### src/rtl/alu_pkg.sv
// Shared ALU definitions: sequencer states, nibble width and counter sizing.
package alu_pkg;

    typedef enum logic [1:0] {
        IDLE = 2'd0,
        RUN  = 2'd1,
        DONE = 2'd2
    } state_e;

    localparam int NIBBLE_W = 4;

    // Counter width needed to index WIDTH/4 nibbles (never below 1 bit).
    function automatic int cnt_width(input int width);
        return (width / NIBBLE_W > 1) ? $clog2(width / NIBBLE_W) : 1;
    endfunction

endpackage

### src/rtl/four_bit_adder.sv
// Four-bit ripple adder slice with carry in/out.
module four_bit_adder (
    input  logic [3:0] A,
    input  logic [3:0] B,
    input  logic       cin,
    output logic [3:0] Sum,
    output logic       cout
);

    assign {cout, Sum} = {1'b0, A} + {1'b0, B} + {4'b0000, cin};

endmodule

### src/rtl/nibble_serial_adder.sv
// WIDTH-bit add/subtract built from one four_bit_adder slice reused over
// WIDTH/4 cycles, least-significant nibble first, with a start/busy/done handshake.
module nibble_serial_adder
    import alu_pkg::*;
#(
    parameter int WIDTH = 32
) (
    input  logic             clk,
    input  logic             rst_n,
    input  logic             start,
    input  logic             sub,
    input  logic [WIDTH-1:0] a,
    input  logic [WIDTH-1:0] b,
    output logic             busy,
    output logic             done,
    output logic [WIDTH-1:0] sum,
    output logic             cout,
    output logic             overflow
);

    localparam int                CNT_W = cnt_width(WIDTH);
    localparam logic [CNT_W-1:0]  LAST  = CNT_W'(WIDTH / NIBBLE_W - 1);

    generate
        if ((WIDTH % NIBBLE_W) != 0 || WIDTH < 8) begin : g_bad_width
            $error("nibble_serial_adder: WIDTH must be a multiple of 4 and at least 8");
        end
    endgenerate

    state_e             r_state;
    logic [CNT_W-1:0]   r_cnt;
    logic               r_carry;
    logic [WIDTH-1:0]   r_a;
    logic [WIDTH-1:0]   r_b;
    logic [WIDTH-1:0]   r_sum;
    logic               r_cout;
    logic               r_ovf;
    logic               r_busy;
    logic               r_done;

    logic [NIBBLE_W-1:0] w_a_nib;
    logic [NIBBLE_W-1:0] w_b_nib;
    logic [NIBBLE_W-1:0] w_sum_nib;
    logic                w_cout;

    assign w_a_nib = r_a[{r_cnt, 2'b00} +: NIBBLE_W];
    assign w_b_nib = r_b[{r_cnt, 2'b00} +: NIBBLE_W];

    four_bit_adder u_slice (
        .A    (w_a_nib),
        .B    (w_b_nib),
        .cin  (r_carry),
        .Sum  (w_sum_nib),
        .cout (w_cout)
    );

    // NOTE: every register here uses <= so all state updates see pre-edge values.
    always_ff @(posedge clk or negedge rst_n) begin
        if (!rst_n) begin
            r_state <= IDLE;
            r_cnt   <= '0;
            r_carry <= 1'b0;
            r_a     <= '0;
            r_b     <= '0;
            r_sum   <= '0;
            r_cout  <= 1'b0;
            r_ovf   <= 1'b0;
            r_busy  <= 1'b0;
            r_done  <= 1'b0;
        end else begin
            case (r_state)
                IDLE, DONE: begin
                    r_done <= 1'b0;
                    if (start) begin
                        // Subtraction is A + ~B + 1: invert B once here, seed carry with 1.
                        r_a     <= a;
                        r_b     <= b ^ {WIDTH{sub}};
                        r_carry <= sub;
                        r_cnt   <= '0;
                        r_busy  <= 1'b1;
                        r_state <= RUN;
                    end else begin
                        r_busy  <= 1'b0;
                        r_state <= IDLE;
                    end
                end
                RUN: begin
                    r_sum[{r_cnt, 2'b00} +: NIBBLE_W] <= w_sum_nib;
                    r_carry <= w_cout;
                    r_cnt   <= r_cnt + 1'b1;
                    if (r_cnt == LAST) begin
                        r_cout  <= w_cout;
                        // Operand signs agree but the result sign differs.
                        r_ovf   <= (r_a[WIDTH-1] == r_b[WIDTH-1]) &&
                                   (w_sum_nib[NIBBLE_W-1] != r_a[WIDTH-1]);
                        r_busy  <= 1'b0;
                        r_done  <= 1'b1;
                        r_state <= DONE;
                    end
                end
                default: begin
                    r_busy  <= 1'b0;
                    r_done  <= 1'b0;
                    r_state <= IDLE;
                end
            endcase
        end
    end

    assign busy     = r_busy;
    assign done     = r_done;
    assign sum      = r_sum;
    assign cout     = r_cout;
    assign overflow = r_ovf;

endmodule

### config.mk
export PLATFORM = sky130hd
export DESIGN_NAME = nibble_serial_adder
export DESIGN_NICKNAME = d
export VERILOG_FILES = /design/src/rtl/alu_pkg.sv /design/src/rtl/four_bit_adder.sv /design/src/rtl/nibble_serial_adder.sv
export SDC_FILE = /design/constraint.sdc
export NUM_CORES = 1
export LEC_CHECK = 0
export CAP_MARGIN = 25
export CORE_MARGIN = 1.5
export CORE_UTILIZATION = 30
export DETAILED_ROUTE_END_ITERATION = 10
export GPL_ROUTABILITY_DRIVEN = 0
export PLACE_DENSITY = 0.64
export SLEW_MARGIN = 10
export SYNTH_ARGS = -nofsm -noshare
export SYNTH_HDL_FRONTEND = slang
export SYNTH_HIERARCHICAL = 1
export SYNTH_SLANG_ARGS = --single-unit
### constraint.sdc
create_clock -name clk -period 4.4 [get_ports clk]
set_clock_uncertainty 0.15 [all_clocks]
set_input_delay 0.44 -clock clk [delete_from_list [all_inputs] [get_ports clk]]
set_output_delay 0.44 -clock clk [all_outputs]
set_load 0.1 [all_outputs]
# == Yosys cells after proc, flatten, opt, wreduce, memory -nomap -nowiden ==
# Cells that the tools add are included.
# op_classes
shifts,4
muxes,13
add_sub_neg,4
n_reduce_logical,7
n_bitwise,1
eq_ne,7
# op_table
cell,n
indexed part select 32 x 6 -> 4 bit,2
bitwise mux 32 bit,1
variable shift 4 x 7 -> 32 bit (first input constant),1
indexed part select 4 x 7 -> 32 bit,1
bitwise XOR 32 bit,1
negation 5 -> 7 bit,1
two-way mux 1 bit,6
one-hot mux 3 bit (2 select lines),1
AND reduction 2 bit,3
adder 4 x 4 -> 5 bit,1
adder 5 x 1 -> 5 bit,1
!= test 2 bit (second input constant),2
one-hot mux 1 bit (2 select lines),2
one-hot mux 2 bit (2 select lines),1
adder 3 x 1 -> 3 bit (second input constant),1
equality test 3 bit (second input constant),1
two-way mux 3 bit,1
equality test 2 x 1 -> 1 bit (second input constant),1
equality test 2 bit (second input constant),1
logical NOT 2 bit,1
two-way mux 2 bit,1
nonzero test 2 bit,1
OR reduction 2 bit,1
equality test 1 bit,1
other kinds (2),2
# word_totals
inputBits,68
word_cells,46
regBits,106
out_inout_bits,36

# == Logic depth before layout (Yosys ltp) ==
# Gate-level depths: netlist of run 1.
# logic_depth
word_depth,5
depth_mapped,13
depth_no_buf,11

# == Hierarchy ==
# Netlist of run 1, hierarchy kept.
# modules_own_cells
module,instances,cells_each,seq_area_each_um2,area_each_um2
nibble_serial_adder,1,459,2602.5,4923.5
four_bit_adder,1,16,0.0,143.9

# == Worst setup path after synthesis of run 1 ==
# No wires, ideal clock.
# synth_path
kind,register -> register
startpoint,register r_cnt[0]
endpoint,register r_sum[7] (netlist: sum[7])
path_stages_with_launch,13
t_arrival_ns,2.630
required_time_ns,4.125
slack_ns,1.495
period_less_slack_ns,2.905
setup_ns,0.125
path_buffers,2
path_cell_list,dfrtp_1 -> buf_6 -> buf_4 -> mux4_2 -> nand2_1 -> nand2_1 -> fa_1 -> a21o_1 -> a21oi_2 -> xnor2_1 -> nand2b_1 -> nor2_1 -> mux2_2
# synth_via
elab_chain_cells,5
elab_cells_between_ends,8
cone_classes,3 x add/sub; 4 x shift; 1 x mux
# synth_rtl
element,line,source
start: declaration,nibble_serial_adder.sv:31,logic [CNT_W-1:0] r_cnt;
start signal: assignment,nibble_serial_adder.sv:90,r_cnt <= r_cnt + 1'b1;
indexed part select 32 x 6 -> 4 bit,nibble_serial_adder.sv:46,"assign w_a_nib = r_a[{r_cnt, 2'b00} +: NIBBLE_W];"
net w_a_nib[0],nibble_serial_adder.sv:41,logic [NIBBLE_W-1:0] w_a_nib;
adder 4 x 4 -> 5 bit,four_bit_adder.sv:10,"assign {cout, Sum} = {1'b0, A} + {1'b0, B} + {4'b0000, cin};"
adder 5 x 1 -> 5 bit,four_bit_adder.sv:10,
net w_sum_nib[3],nibble_serial_adder.sv:43,logic [NIBBLE_W-1:0] w_sum_nib;
indexed part select 4 x 7 -> 32 bit,nibble_serial_adder.sv:88,"r_sum[{r_cnt, 2'b00} +: NIBBLE_W] <= w_sum_nib;"
bitwise mux 32 bit,nibble_serial_adder.sv:88,
end signal: indexed assignment,nibble_serial_adder.sv:88,
end: declaration,nibble_serial_adder.sv:35,logic [WIDTH-1:0] r_sum;
# The timed path passes the listed nets, and every way through them passes these cells.
# A chain may end at the register's enable or synchronous reset.

# == Final worst setup path of run 1 ==
# layout_path
startpoint,register r_cnt[0]
endpoint,register r_sum[23] (netlist: sum[23])
# Same word-level chain as after synthesis.

==> results of run 1 <==
==> sequential cells by signal, indices dropped and copies added, names as in the netlist <==
register  count
cout          1
overflow      1
r_a          32
r_b          32
r_carry       1
r_cnt         3
r_state       2
sum          32
==> per-stage QoR <==
step                cells  hold slack, ns
finish                793          0.0318
global route          793          0.0789
CTS                   792          0.0457
detailed placement    776           0.311
global placement      776           0.308
floorplan             475        -0.00559
==> layer usage <==
metal	vias to the layer above	wire [µm]	GRT usage, %
met5	-	0	0
met4	0	170	3.79
met3	11	463	3.52
met2	79	5810	24.7
met1	1713	5060	17.2
li1	1751	-	-
==> cell families (layout without fill, tap and decap cells) <==
| family | count (synthesis) | count (layout) | share of synthesized area, % |
|---|---|---|---|
| compound gates | 42 | 42 | 4.44 |
| xor+xnor | 34 | 34 | 5.88 |
| fa+ha+maj | 12 | 12 | 3.26 |
| buf+inv | 34 | 132 | 3.01 |
| flops | 104 | 104 | 51.4 |
| mux | 49 | 49 | 14.4 |
| simple gates | 200 | 200 | 17.6 |
==> layout make-up <==
class	instances	share of cell area, %
clock buffers	9	3.42
clock inverters	7	1.08
well taps	220	4.18
repair buffers	108	16.2
multi-input cells	337	35.2
flip-flops and latches	104	39.5
inverters	8	0.456
==> cell usage after synthesis <==
| cell type | instances |
|---|---|
| a21oi_2 | 1 |
| o21ai_0 | 36 |
| clkbuf_1 | 13 |
| inv_1 | 7 |
| nor2b_1 | 4 |
| nand3b_1 | 1 |
| buf_4 | 1 |
| buf_6 | 1 |
| clkinv_1 | 1 |
| nand3_1 | 1 |
| fa_1 | 2 |
| nand2_1 | 157 |
| o22ai_1 | 1 |
| nand4b_1 | 1 |
| nor2_1 | 15 |
| nor4b_4 | 1 |
| nor3_2 | 4 |
| xnor2_1 | 34 |
| a21o_1 | 1 |
| a22o_1 | 2 |
| nand4bb_1 | 1 |
| a21oi_1 | 1 |
| nand4b_2 | 3 |
| or3_4 | 1 |
| mux4_2 | 16 |
| nor3b_1 | 1 |
| ha_1 | 10 |
| mux2_2 | 33 |
| nor3_1 | 1 |
| buf_2 | 11 |
| nand2b_1 | 9 |
| dfrtp_1 | 104 |
==> path summary, 6_finish.rpt <==
path,startpoint,to,slack (ns),depth (start not counted)
setup / recovery,r_cnt[0]$_DFFE_PN0P_,sum[23]$_DFFE_PN0P_,1.03,11
hold / removal,rst_n,sum[28]$_DFFE_PN0P_,0.03,1
setup reg to reg,r_cnt[0]$_DFFE_PN0P_,sum[23]$_DFFE_PN0P_,1.03,11
hold reg to reg,r_a[23]$_DFFE_PN0P_,r_a[23]$_DFFE_PN0P_,0.32,2
max in group asynchronous,rst_n,r_a[15]$_DFFE_PN0P_,3.00,2
min in group clk,r_a[23]$_DFFE_PN0P_,r_a[23]$_DFFE_PN0P_,0.32,2
==> critical path, stage by stage, from the launching register on <==
cell and delay, ns:
dfrtp_1 0.50, buf_4 0.41, mux4_2 0.55, nand2_1 0.09, nand2_1 0.09, fa_1 0.45, a21o_1 0.18, a21oi_2 0.15
xnor2_1 0.24, nand2b_1 0.17, nor2_1 0.16, mux2_2 0.17
==> results.py, run 1 <==
metrics = {
    "cts": {
        "tritoncts": "yes",
        "cts_buffers": 9,
        "clk_pin_slew_ns": 0.07,
        "cts_resized": 0,
        "htree_levels": 3,
        "cts_sinks": 104,
        "clockBufferDepth": 2,
        "postCtsHoldBufs": 0,
        "postCtsSetupBuffers": 0,
        "root_buffer": "clkbuf_16",
        "clock_latency_ns": 0.35,
    },
    "timing": {
        "relSlewSlack_pct": 33.8,
        "period_share_pct": 76.7,
        "final.setup.tns_ns": 0,
        "rsz0062_at_grt": "false",
        "setup_viol": 0,
        "tightest_slew_ns": 0.989,
        "fmax_mhz": 296,
        "drv_slew": 0,
        "fin_ws_ns": 1.03,
        "hold_viol_final": 0,
        "layout_min_cycle_time_ns": 3.37,
    },
    "floorplanning": {
        "dieWidth_um": 133,
        "dieArea_um2": 17700,
        "die_h_um": 133,
        "rows": 47,
        "ios": 104,
        "core-area_um2": 16500,
        "initial_core_util_pct": 30.7,
    },
    "job": {
        "drv_cap": 0,
    },
    "synth": {
        "synth_top_area_share_pct": 51.4,
        "ys_warn_count": 6,
        "netlist_top_cells_area": "dfrtp_1, nand2_1, mux2_2",
        "syn_area_per_cell_um2": 10.7,
        "ys_seq_area_share_pct": 51.4,
        "synth_seq_cells": 104,
        "synth_cell_types": 32,
        "syn-num-nets": 555,
        "synth_area_um2": 5070,
        "syn-instance-count": 475,
        "synthDominantAreaCellType": "dfrtp_1",
    },
    "global_route": {
        "grt_overflow_total": 0,
        "grt_max_degree": 63,
        "antenna_found_initial": 0,
        "grt_pass1_wl_um": 19300,
        "grt_pass1_vias": 3858,
        "grtUsageTotal_pct": 14.0,
    },
    "placement": {
        "pre_cts_ws_ns": 1.00,
        "place_area_um2": 6280,
        "io_buffer_count": 103,
        "hpwl_um": 8730,
    },
    "routing": {
        "drc": 0,
        "drt-initial-drc-count": 212,
        "vias": 3554,
        "drt-pass1-iter-count": 4,
        "vias_per_cell": 4.48,
        "finalWirelength_um": 11500,
        "antenna_left": 0,
        "wl_per_cell_um": 14.5,
    },
    "cells_and_area": {
        "final_common_cell": "nand2_1",
        "area.sequential_um2": 2600,
        "multiInputGateArea_um2": 2320,
        "fin_nets": 648,
        "final_util_pct": 39.9,
        "nFillCells": 1582,
        "final_cell_mix": "nand2_1, dfrtp_1, clkdlybuf4s50_1",
        "synthToLayoutAreaGrowth_pct": 30.0,
        "num_antenna_cells": 0,
        "layout-drive-gt1-share_pct": 14.7,
        "stdcell_area_um2": 6590,
    },
    "worst_setup_path": {
        "cp.required_ns": 4.53,
        "crit_type": "reg -> reg",
        "critPathLaunchType": "register",
        "critPathCaptureType": "register",
        "crit_arrival_ns": 3.51,
        "path_max_fanout": 19,
    },
    "hold_path": {
        "hp-class": "in -> async",
    },
    "run_status": {
        "status": "complete, no violations",
    },
}
Power of run 1 is not shown: default switching activity piles up to over one toggle a cycle in this logic, so the estimate is an artifact.
==> run 2: changes to the inputs <==
==> constraint.sdc (replaced) <==
create_clock -name clk -period 3.11 [get_ports clk]
set_clock_uncertainty 0.15 [all_clocks]
set_input_delay 0.311 -clock clk [delete_from_list [all_inputs] [get_ports clk]]
set_output_delay 0.311 -clock clk [all_outputs]
set_load 0.1 [all_outputs]
==> run 2 against run 1 <==
Wire length is 0.52% higher. Maximum frequency is 15% higher. Critical path depth stayed put. Register-to-register slack worse by 0.85 ns.
==> results.py, run 2 (same netlist as run 1, synthesis figures left out) <==
metrics = {
    "floorplanning": {
        "core-area_um2": 16500,
        "initial_core_util_pct": 30.7,
        "dieWidth_um": 133,
        "rows": 47,
        "dieArea_um2": 17700,
        "ios": 104,
        "die_h_um": 133,
    },
    "cells_and_area": {
        "fin_nets": 656,
        "layout-drive-gt1-share_pct": 22.0,
        "synthToLayoutAreaGrowth_pct": 30.0,
        "stdcell_area_um2": 6590,
        "final_common_cell": "nand2_1",
        "num_antenna_cells": 0,
        "final_cell_mix": "nand2_1, dfrtp_1, clkdlybuf4s50_1",
    },
    "timing": {
        "final.setup.tns_ns": 0,
        "hold_viol_final": 0,
        "drv_slew": 0,
        "setup_viol": 0,
        "tightest_slew_ns": 0.909,
        "period_share_pct": 94.2,
        "fmax_mhz": 341,
        "relSlewSlack_pct": 39.4,
        "rsz0062_at_grt": "false",
        "layout_min_cycle_time_ns": 2.93,
    },
    "placement": {
        "place_area_um2": 6260,
        "hpwl_um": 8930,
        "io_buffer_count": 103,
    },
    "worst_setup_path": {
        "startpoint": "r_cnt[0]$_DFFE_PN0P_",
        "critPathCaptureType": "register",
        "slowest_stage": "mux4_2",
        "path_max_fanout": 8,
        "cp.buffers_inverters": 3,
        "slowest_delay_ns": 0.49,
        "cp.required_ns": 3.25,
        "rr_startpoint": "r_cnt[0]$_DFFE_PN0P_",
        "critPathLaunchType": "register",
        "crit_type": "reg -> reg",
        "crit_arrival_ns": 3.07,
        "worstPathCellList": "buf_12, mux4_2, nand2_1, nand2_1, fa_1, inv_1, fa_1, inv_1, nand2b_1, nor2_1, mux2_2",
        "crit_family": "adder cells",
    },
    "routing": {
        "drc": 0,
        "vias_per_cell": 4.46,
        "drt-pass1-iter-count": 5,
        "antenna_left": 0,
        "drt-initial-drc-count": 131,
        "wl_per_cell_um": 14.4,
        "vias": 3571,
        "finalWirelength_um": 11600,
    },
    "global_route": {
        "grt_overflow_total": 0,
        "grtUsageTotal_pct": 14.1,
        "grt_max_degree": 71,
        "grt_pass1_wl_um": 19300,
        "grt_pass1_vias": 3787,
        "antenna_found_initial": 0,
    },
    "hold_path": {
        "hp-class": "reg -> reg",
        "hold_path_startpoint": "r_a[9]$_DFFE_PN0P_",
    },
    "cts": {
        "htree_levels": 3,
        "clk_pin_slew_ns": 0.07,
        "cts_sinks": 104,
        "clockBufferDepth": 2,
        "root_buffer": "clkbuf_16",
        "tritoncts": "yes",
        "cts_buffers": 9,
        "clock_latency_ns": 0.35,
    },
    "job": {
        "drv_cap": 0,
    },
    "run_status": {
        "status": "complete, no violations",
    },
}
==> run 2: cell types whose count changed in the layout (fill, tap and decap cells not counted), sizes merged <==
cell | before | now
clkdlybuf4s50 | 101 | 65
clkinv | 3 | 4
buf | 7 | 50
dlygate4sd3 | 0 | 1
clkbuf | 9 | 11
clkinvlp | 3 | 1
bufinv | 1 | 0
==> run 2: per-layer routing <==
metal	vias to the layer above	global-route usage, %	share of wire (%)
met5	-	0	0
met4	0	4.03	1.8
met2	80	24.4	50
li1	1766	-	-
met3	15	3.91	4.3
met1	1710	17.2	44
==> run 2: final cells by class <==
type                       instances  area [µm²]
clock buffer                      11         233
clock inverter                     5        31.3
fill                            1621        9940
inverter                           8        30.0
multi-input combinational        337        2330
sequential                       104        2600
tap                              220         275
timing repair buffer             116        1080
==> run 2: worst paths after layout <==
kind | endpoint | slack, ns | cells after the start
worst max-delay path | sum[29]$_DFFE_PN0P_ | 0.18 | 11
worst min-delay path | r_a[9]$_DFFE_PN0P_ | 0.32 | 2
worst max register to register | sum[29]$_DFFE_PN0P_ | 0.18 | 11
worst min register to register | r_a[9]$_DFFE_PN0P_ | 0.32 | 2
max in group asynchronous | r_b[24]$_DFFE_PN0P_ | 1.61 | 3
min in group asynchronous | sum[13]$_DFFE_PN0P_ | 0.49 | 2
==> run 2: metrics by stage <==
| step | setup slack [ns] | hold WS, ns | util (%) | std cells |
|---|---|---|---|---|
| after floorplan | 0.205 | -0.135 | - | 475 |
| after global placement | 0.150 | 0.307 | 37.9 | 781 |
| after detailed placement | 0.106 | 0.309 | 37.9 | 781 |
| after CTS | 0.0872 | 0.325 | 39.6 | 798 |
| after global routing | 0.0305 | 0.332 | 39.9 | 801 |
| final | 0.180 | 0.322 | 39.9 | 801 |
==> run 2: timing repair <==
| item | CTS | global route |
|---|---|---|
| endpoints found under the hold margin | 52 | 0 |
| setup buffers | 0 | 3 |
| setup endpoints to repair | 0 | 12 |
| hold buffers | 1 | 0 |
| gates resized for setup | 0 | 3 |
==> run 2: worst register-to-register path: stages (launching register included) <==
cell and delay (ns):
dfrtp_1 0.40, buf_12 0.15, mux4_2 0.50, nand2_1 0.08, nand2_1 0.08, fa_1 0.46, inv_1 0.08, fa_1 0.41
inv_1 0.11, nand2b_1 0.14, nor2_1 0.15, mux2_2 0.16
Power of run 2 is left out for the same reason.
==> run 3: changes to the inputs <==
--- a/config.mk
+++ b/config.mk
@@ -6,11 +6,13 @@
 export NUM_CORES = 1
 export LEC_CHECK = 0
 export CAP_MARGIN = 25
+export CORE_ASPECT_RATIO = 1.1
 export CORE_MARGIN = 1.5
 export CORE_UTILIZATION = 30
 export DETAILED_ROUTE_END_ITERATION = 10
 export GPL_ROUTABILITY_DRIVEN = 0
 export PLACE_DENSITY = 0.64
+export REMOVE_ABC_BUFFERS = 1
 export SLEW_MARGIN = 10
 export SYNTH_ARGS = -nofsm -noshare
 export SYNTH_HDL_FRONTEND = slang
==> run 3 against run 2 <==
Setup slack gained 0.031 ns. Critical path depth is the same. Clock-buffer cell count is the same. First-iteration DRC count grew 42%. Sequential cell count is the same. Wire length grew 2.0%. Maximum frequency grew 1.1%. Non-clock buffer count shrank 1. Hold slack gained 0.0024 ns. Critical endpoint unchanged.
==> results.py, run 3 (same netlist as run 1, synthesis figures left out) <==
metrics = {
    "run_status": {
        "status": "complete, no violations",
    },
    "worst_setup_path": {
        "critPathCaptureType": "register",
        "cp.required_ns": 3.25,
        "slowest_stage": "mux4_2",
        "crit_type": "reg -> reg",
        "slowest_delay_ns": 0.50,
        "critPathLaunchType": "register",
        "worstPathCellList": "buf_12, mux4_2, nand2_1, nand2_1, fa_2, inv_1, fa_1, inv_1, nand2b_1, nor2_1, mux2_2",
        "crit_arrival_ns": 3.04,
        "path_max_fanout": 7,
    },
    "routing": {
        "vias": 3629,
        "antenna_left": 0,
        "drt-pass1-iter-count": 4,
        "finalWirelength_um": 11800,
        "drt-initial-drc-count": 186,
        "drc": 0,
        "vias_per_cell": 4.63,
        "wl_per_cell_um": 15.0,
    },
    "cts": {
        "clk_pin_slew_ns": 0.07,
        "clock_latency_ns": 0.35,
        "tritoncts": "yes",
        "clockBufferDepth": 2,
        "cts_buffers": 9,
        "root_buffer": "clkbuf_16",
        "htree_levels": 3,
        "cts_sinks": 104,
    },
    "timing": {
        "rsz0062_at_grt": "false",
        "period_share_pct": 93.2,
        "drv_slew": 0,
        "tightest_slew_ns": 0.896,
        "hold_viol_final": 0,
        "fmax_mhz": 345,
        "setup_viol": 0,
        "layout_min_cycle_time_ns": 2.90,
        "fin_hold_ws_ns": 0.325,
        "final.setup.tns_ns": 0,
        "relSlewSlack_pct": 40.3,
    },
    "floorplanning": {
        "dieWidth_um": 127,
        "dieArea_um2": 17700,
        "ios": 104,
        "initial_core_util_pct": 30.8,
        "rows": 49,
        "core-area_um2": 16400,
        "die_h_um": 139,
    },
    "cells_and_area": {
        "final_util_pct": 40.3,
        "area.sequential_um2": 2600,
        "nFillCells": 1596,
        "multiInputGateArea_um2": 2330,
        "layout-drive-gt1-share_pct": 22.2,
        "final_common_cell": "nand2_1",
        "num_antenna_cells": 0,
        "synthToLayoutAreaGrowth_pct": 30.8,
        "fin_nets": 655,
        "final_cell_mix": "nand2_1, dfrtp_1, clkdlybuf4s50_1",
        "stdcell_area_um2": 6630,
    },
    "global_route": {
        "grt_pass1_vias": 3736,
        "grt_max_degree": 100,
        "antenna_found_initial": 0,
        "grt_overflow_total": 0,
        "grt_pass1_wl_um": 19600,
        "grtUsageTotal_pct": 14.1,
    },
    "placement": {
        "place_area_um2": 6240,
        "hpwl_um": 8840,
        "io_buffer_count": 103,
    },
    "hold_path": {
        "hp-class": "reg -> reg",
    },
    "job": {
        "drv_cap": 0,
    },
}
## run 3: stage by stage
stage	cells	setup WS, ns
floorplan	449	-0.228
detailed placement	765	0.0818
finish	784	0.211
global placement	765	0.164
global route	784	0.0336
CTS	782	0.0592
## run 3: path summary, 6_finish.rpt
| path | from | cells past startpoint | endpoint | slack, ns |
|---|---|---|---|---|
| worst min-delay path | r_a[12]$_DFFE_PN0P_ | 2 | r_a[12]$_DFFE_PN0P_ | 0.32 |
| worst min register to register | r_a[12]$_DFFE_PN0P_ | 2 | r_a[12]$_DFFE_PN0P_ | 0.32 |
| min in group asynchronous | rst_n | 2 | r_b[14]$_DFFE_PN0P_ | 0.45 |
| worst max-delay path | r_cnt[0]$_DFFE_PN0P_ | 11 | sum[29]$_DFFE_PN0P_ | 0.21 |
| max in group asynchronous | rst_n | 3 | sum[28]$_DFFE_PN0P_ | 1.56 |
| worst max register to register | r_cnt[0]$_DFFE_PN0P_ | 11 | sum[29]$_DFFE_PN0P_ | 0.21 |
## run 3: worst max-delay path: cells and delay by family (launching register included)
kind / cells / cell delay (ns)
adder cells (fa/ha/maj): 2 / 0.82
multiplexers: 2 / 0.68
AND/OR/NAND/NOR: 4 / 0.43
flip-flops: 1 / 0.42
buffers and inverters: 3 / 0.33
## run 3: layer usage
| metal | GRT usage [%] | part of all wire, % | up-vias | routed length, µm |
|---|---|---|---|---|
| li1 | - | - | 1773 | - |
| met3 | 2.69 | 5.5 | 13 | 643 |
| met5 | 0 | 0 | - | 0 |
| met2 | 21.9 | 46 | 107 | 5400 |
| met1 | 19.4 | 47 | 1736 | 5550 |
| met4 | 5.50 | 1.8 | 0 | 211 |
## run 3: final cells by class
class,instances,area share [%]
clock inverters,5,1.30
multi-input cells,337,35.2
repair buffers,115,16.1
well taps,204,3.85
inverters,8,0.453
flip-flops and latches,104,39.3
clock buffers,11,3.81
## run 3: timing repair
action / in CTS / in global routing
endpoints found under the setup margin: 0 / 13
endpoints found under the hold margin: 68 / 0
gates resized for setup: 0 / 3
buffers inserted: 0 / 1
hold buffers: 1 / 0
Power of run 3 is left out for the same reason.
